## src/rtl/preif_fetch_gen.sv

```systemverilog
// PRE-IF fetch-address generator: owns the fetch PC, arbitrates prioritised redirects and
// issues aligned fetch groups to the I$. Optional BTB prediction is enabled with PREIF_BTB_EN.
module preif_fetch_gen #(
  parameter int          FETCH_WIDTH = 2,
  parameter int          NUM_REDIR   = 6,
  parameter logic [31:0] RESET_PC    = 32'hBFC00000,
  parameter int          BTB_ENTRIES = 16
) (
  input  logic                      clk,
  input  logic                      resetn,
  input  logic                      preif_wr,
  input  logic [NUM_REDIR-1:0]      redir_valid,
  input  logic [NUM_REDIR*32-1:0]   redir_target,
  output logic                      req_valid,
  output logic [31:0]               req_pc,
  output logic [FETCH_WIDTH-1:0]    req_mask,
  input  logic                      req_ready,
  output logic                      exc_adel,
  output logic                      pred_taken,
  input  logic                      bu_valid,
  input  logic [31:0]               bu_pc,
  input  logic [31:0]               bu_target
);

  localparam logic [31:0] GRP_BYTES = 32'(4 * FETCH_WIDTH);
  localparam int          SEL_W     = (NUM_REDIR > 1) ? $clog2(NUM_REDIR) : 1;

  typedef enum logic [1:0] {
    ST_BOOT = 2'd0,
    ST_RUN  = 2'd1,
    ST_HALT = 2'd2
  } state_t;

  state_t             state_r, state_nxt_s;
  logic [31:0]        pc_r, pc_nxt_s;
  logic               pend_v_r, pend_v_nxt_s;
  logic [SEL_W-1:0]   pend_idx_r, pend_idx_nxt_s;
  logic [31:0]        pend_tgt_r, pend_tgt_nxt_s;

  logic               live_hit_s;
  logic [SEL_W-1:0]   live_idx_s;
  logic [31:0]        live_tgt_s;
  logic               redir_hit_s;
  logic [31:0]        redir_tgt_s;

  logic               aligned_s;
  logic               req_valid_s;
  logic [31:0]        slot_s;
  logic [31:0]        pc_step_s;
  logic               btb_hit_s;
  logic [31:0]        btb_tgt_s;

`ifdef PREIF_BTB_EN
  localparam int IDX_W = (BTB_ENTRIES > 1) ? $clog2(BTB_ENTRIES) : 1;
  localparam int OFS   = 2 + $clog2(FETCH_WIDTH);

  logic [BTB_ENTRIES-1:0] btb_v_r;
  logic [31:0]            btb_tag_r [BTB_ENTRIES];
  logic [31:0]            btb_tgt_r [BTB_ENTRIES];
  logic [IDX_W-1:0]       lk_idx_s, up_idx_s;

  // Direct-mapped lookup on the current PC; tags are kept as the full shifted upper bits.
  always_comb begin
    lk_idx_s  = pc_r[OFS +: IDX_W];
    up_idx_s  = bu_pc[OFS +: IDX_W];
    btb_hit_s = btb_v_r[lk_idx_s] && (btb_tag_r[lk_idx_s] == (pc_r >> (OFS + IDX_W)));
    btb_tgt_s = btb_tgt_r[lk_idx_s];
  end

  // BTB valid bits: cleared on reset, set by a branch-unit update.
  always_ff @(posedge clk) begin
    if (!resetn) begin
      btb_v_r <= '0;
    end else if (bu_valid) begin
      btb_v_r[up_idx_s] <= 1'b1;
    end else begin
      btb_v_r <= btb_v_r;
    end
  end

  // BTB payload write; a same-cycle lookup still sees the old entry.
  always_ff @(posedge clk) begin
    if (bu_valid) begin
      btb_tag_r[up_idx_s] <= bu_pc >> (OFS + IDX_W);
      btb_tgt_r[up_idx_s] <= bu_target;
    end
  end
`else
  logic bu_unused_s;

  // No predictor in this build: never hit, update port ignored.
  always_comb begin
    btb_hit_s   = 1'b0;
    btb_tgt_s   = 32'h0000_0000;
    bu_unused_s = ^{bu_valid, bu_pc, bu_target};
  end
`endif

  // Redirect arbitration: lowest live index, then compare against the held pending redirect.
  always_comb begin
    live_hit_s = |redir_valid;
    live_idx_s = '0;
    live_tgt_s = 32'h0000_0000;
    for (int i = NUM_REDIR - 1; i >= 0; i--) begin
      live_idx_s = redir_valid[i] ? SEL_W'(i) : live_idx_s;
      live_tgt_s = redir_valid[i] ? redir_target[32*i +: 32] : live_tgt_s;
    end
    if (pend_v_r && (!live_hit_s || (pend_idx_r < live_idx_s))) begin
      redir_hit_s = 1'b1;
      redir_tgt_s = pend_tgt_r;
    end else begin
      redir_hit_s = live_hit_s;
      redir_tgt_s = live_tgt_s;
    end
  end

  // Request outputs depend only on registered state.
  always_comb begin
    aligned_s   = (pc_r[1:0] == 2'b00);
    req_valid_s = (state_r == ST_RUN) && aligned_s;
    slot_s      = (pc_r >> 2) & 32'(FETCH_WIDTH - 1);
    pc_step_s   = btb_hit_s ? btb_tgt_s : ((pc_r & ~(GRP_BYTES - 32'd1)) + GRP_BYTES);
    req_valid   = req_valid_s;
    req_pc      = pc_r;
    exc_adel    = (state_r == ST_RUN) && !aligned_s;
    pred_taken  = req_valid_s && btb_hit_s;
    for (int k = 0; k < FETCH_WIDTH; k++) begin
      req_mask[k] = req_valid_s && (32'(k) >= slot_s);
    end
  end

  // Next-state: redirects win over sequential advance; stalls capture redirects into pend.
  always_comb begin
    state_nxt_s    = state_r;
    pc_nxt_s       = pc_r;
    pend_v_nxt_s   = pend_v_r;
    pend_idx_nxt_s = pend_idx_r;
    pend_tgt_nxt_s = pend_tgt_r;
    if (preif_wr) begin
      if (redir_hit_s) begin
        pc_nxt_s     = redir_tgt_s;
        pend_v_nxt_s = 1'b0;
        state_nxt_s  = ST_RUN;
      end else begin
        case (state_r)
          ST_BOOT: state_nxt_s = ST_RUN;
          ST_RUN: begin
            if (!aligned_s) begin
              state_nxt_s = ST_HALT;
            end else if (req_ready) begin
              pc_nxt_s = pc_step_s;
            end else begin
              pc_nxt_s = pc_r;
            end
          end
          ST_HALT: state_nxt_s = ST_HALT;
          default: state_nxt_s = ST_BOOT;
        endcase
      end
    end else begin
      if (state_r == ST_BOOT) begin
        state_nxt_s = ST_RUN;
      end else begin
        state_nxt_s = state_r;
      end
      if (live_hit_s && (!pend_v_r || (live_idx_s <= pend_idx_r))) begin
        pend_v_nxt_s   = 1'b1;
        pend_idx_nxt_s = live_idx_s;
        pend_tgt_nxt_s = live_tgt_s;
      end else begin
        pend_v_nxt_s = pend_v_r;
      end
    end
  end

  // State, PC and pending-redirect registers.
  always_ff @(posedge clk) begin
    if (!resetn) begin
      state_r    <= ST_BOOT;
      pc_r       <= RESET_PC;
      pend_v_r   <= 1'b0;
      pend_idx_r <= '0;
      pend_tgt_r <= 32'h0000_0000;
    end else begin
      state_r    <= state_nxt_s;
      pc_r       <= pc_nxt_s;
      pend_v_r   <= pend_v_nxt_s;
      pend_idx_r <= pend_idx_nxt_s;
      pend_tgt_r <= pend_tgt_nxt_s;
    end
  end

endmodule

```

## config.mk

```make
export PLATFORM = sky130hd
export DESIGN_NAME = preif_fetch_gen
export DESIGN_NICKNAME = d
export VERILOG_FILES = /design/src/rtl/preif_fetch_gen.sv
export SDC_FILE = /design/constraint.sdc
export NUM_CORES = 1
export LEC_CHECK = 0
export CORE_MARGIN = 10
export CORE_UTILIZATION = 35
export DETAILED_ROUTE_END_ITERATION = 8
export PLACE_DENSITY = 0.77
export SLEW_MARGIN = 20
export SYNTH_ARGS = -nofsm -noshare
export SYNTH_HDL_FRONTEND = slang
export SYNTH_SLANG_ARGS = --single-unit
```

## constraint.sdc

```tcl
create_clock -name clk -period 5.6 [get_ports clk]
set_clock_uncertainty 0.05 [all_clocks]
set_input_delay 0.56 -clock clk [delete_from_list [all_inputs] [get_ports clk]]
set_output_delay 0.56 -clock clk [all_outputs]
set_load 0.02 [all_outputs]
```

==> run_results.csv <==
group,metric,value,unit
yosys,ys_seq_area_share,28.5,%
detailed_routing,drt-total-wl,22300,um
yosys,synth_nets,933,
pwr,p_leak,2.73,nW
place,portBuffers,237,
die,die_w,139,um
die,coreArea,0.0138,mm^2
finish,layout_common_cells,"clkdlybuf4s50_1 (237), nor2_1 (80), dfxtp_1 (70), nand2_1 (45), o21ai_0 (43)",
finish,n_fill_cell,1306,
finish,drive_gt1_share,4.91,%
worst_setup_path,start_kind,"primary input",
place,gp_congestion,0.888,
place,place_ws,1.19,ns
min_path,hp-class,"flip-flop to flip-flop",
clock_network,cts_resized,0,
detailed_routing,ant_nets,0,
detailed_routing,highest_layer,"met5",
die,die_height,139,um
clock_network,htreeDepth,3,
min_path,hold_start,"pend_idx_r[0]$_SDFFE_PN0P_",
grt,grt_pass1_wl,33900,um
yosys,synthFlopType,"dfxtp_1",
timing,worst_slew_pin_slew,1.12,ns
detailed_routing,wl_met2,10800,um
grt,grt_max_degree,54,
die,dieArea,0.0192,mm^2
place,place_hpwl,17500,um
grt,antenna_found_initial,2,
yosys,synth_edf_count,0,
worst_setup_path,crit_start,"redir_valid[1]",
flow_run,maxCapViolations,0,
timing,hold_viol_final,0,
finish,final_common_cell,"clkdlybuf4s50_1",
pwr,power.density,214,mW/mm^2
detailed_routing,wire_per_inst,21.5,um
worst_setup_path,arrival,4.28,ns
worst_setup_path,crit_required,5.78,ns
grt,grt_pass1_vias,5947,
worst_setup_path,crit_type,"primary input to flip-flop",
clock_network,clockRootBuffer,"clkbuf_16",
finish,final_net_count,1125,
clock_network,cts.sinks,70,
die,start_util,35.6,%
detailed_routing,firstDrtPassIters,5,
finish,synthToLayoutAreaGrowth,54.2,%
worst_setup_path,crit_path_max_fanout,36,
grt,grt_use_total,21.5,%
timing,max_freq,244,MHz
detailed_routing,routed-wl-met3,2230,um
yosys,synth_warnings,0,
die,io_pins,304,
timing,fin_crit,4.10,ns
yosys,synth_area,0.00492,mm^2
finish,multi_input_area,0.00322,mm^2
yosys,ys_types,62,
die,num_rows,43,
pwr,vdd_drop_max,0.000155,V
yosys,synth-async-reset-ratio,0,%
timing,slew_viol_final,0,
status,status,"finished clean",
finish,instances_no_fill,1037,
timing,relSlewSlack,25.0,%
clock_network,clockBufferDepth,2,
yosys,synth-seq-cells,70,
timing,rsz0062_at_grt,"no",
clock_network,clkSlewWorstSetupHoldPaths,0.06,ns
timing,timing.final.crit_share,73.2,%
detailed_routing,vias,6165,
yosys,syn_area_per_cell,7.47,um^2
clock_network,clock_latency,0.34,ns
worst_setup_path,reg2reg_depth,7,
timing,finalSetupTns,0,ns
detailed_routing,viasPerCell,5.95,
min_path,hold_depth,2,
finish,seqCellArea,0.00140,mm^2
timing,setup_slack,1.50,ns
clock_network,cts_setup_buffers,0,
clock_network,cts_hold_buffers,0,
clock_network,cts_tree,"built",
detailed_routing,drt-met1-wl,8850,um
timing,hold-worst-slack,0.411,ns
worst_setup_path,critPathCaptureType,"flip-flop",
yosys,synth_cells,659,
detailed_routing,drt_iter0_markers,680,
timing,setup_viol,0,
worst_setup_path,r2r_start,"state_r[1]$_SDFFE_PN0P_",
detailed_routing,drcViolationCount,0,
place,dp_cells,1020,
grt,overflow,0,
clock_network,numCtsBuffers,9,
## state kept, by name (all words and copies together), names as in the netlist
signal,flops
state_r,2
pend_idx_r,3
pend_tgt_r,32
req_pc,32
pend_v_r,1
## synthesized netlist by cell type (3+ instances only)
cell      number  area (um^2)
and4_1         4         35.0
nor4_1         6         37.5
a31oi_1        8         50.1
inv_1          9         33.8
a221oi_1      34          298
and2_1         4         25.0
buf_6          3         33.8
o221ai_1      15          131
a211oi_1      20          150
nand2b_1       6         37.5
nand4_1       11         68.8
ha_1           7         87.6
o31a_1        14          123
o31ai_1        3         22.5
nor3_1        30          150
o22ai_1       18          113
nor2_1        80          300
clkbuf_1      51          191
a22oi_1       32          240
a221o_1        5         50.1
and3_1         8         50.1
nor2b_1        5         31.3
buf_2          6         30.0
nand2_1       45          169
nand3_1       22          110
or2_2          3         18.8
a21oi_1       31          155
a32o_1         4         40.0
o21a_1         3         22.5
o211ai_1       4         30.0
mux2i_1       10          100
dfxtp_1       70         1400
a21o_1         4         30.0
nand3b_1       4         30.0
o21ai_0       43          215
## layer usage
metal	global-route usage [%]	up-vias
li1	-	2945
met1	25.0	2879
met2	36.8	308
met3	7.57	31
met4	5.22	2
met5	0	-
## kinds of logic after synthesis
kind of cell    count (synthesis)  synth area share (%)
mux                            13                  2.72
fa+ha+maj                       7                  1.78
compound gates                257                  37.4
flops                          70                  28.5
other cells                     1                0.0761
simple gates                  237                  23.2
buf+inv                        74                  6.43
## path summary, 6_finish.rpt
check,slack [ns],end
min reg2reg,0.41,pend_idx_r[0]$_SDFFE_PN0P_
min,0.41,pend_idx_r[0]$_SDFFE_PN0P_
max,1.50,pend_tgt_r[15]$_SDFFE_PN0P_
max reg2reg,2.65,req_pc[23]$_SDFFE_PN1P_
## metrics by stage
step	instance area [um^2]	total power, mW	util [%]
final	7590	1.63	54.9
after CTS	7590	1.63	54.9
after floorplan	4920	0.835	-
after global placement	7320	1.09	52.9
after global routing	7590	1.70	54.9
after detailed placement	7320	1.10	52.9
## worst max-delay path, cell delays in order
cell and delay, ns:
clkdlybuf4s50_1 0.66, or4_4 0.67, nor2_1 0.19, ha_1 0.28
a21oi_1 0.16, a21oi_1 0.14, a21oi_1 0.33, and2_1 0.52
buf_4 0.44, nor2_1 0.08, a211oi_1 0.23
## report_power, final
part,internal (mW),switching [mW],total (mW)
clock,0.303,0.229,0.531
combinational,0.265,0.242,0.506
sequential,0.543,0.0462,0.589
total,1.11,0.517,1.63
## final cells by class
type | count | area share, %
diodes | 1 | 0.0329
clock buffers | 10 | 3.01
clock inverters | 6 | 0.626
inverters | 10 | 0.494
multi-input cells | 515 | 42.4
flip-flops and latches | 70 | 18.5
well taps | 180 | 2.97
repair buffers | 245 | 32.0
Power figures use the tool's default switching activity.
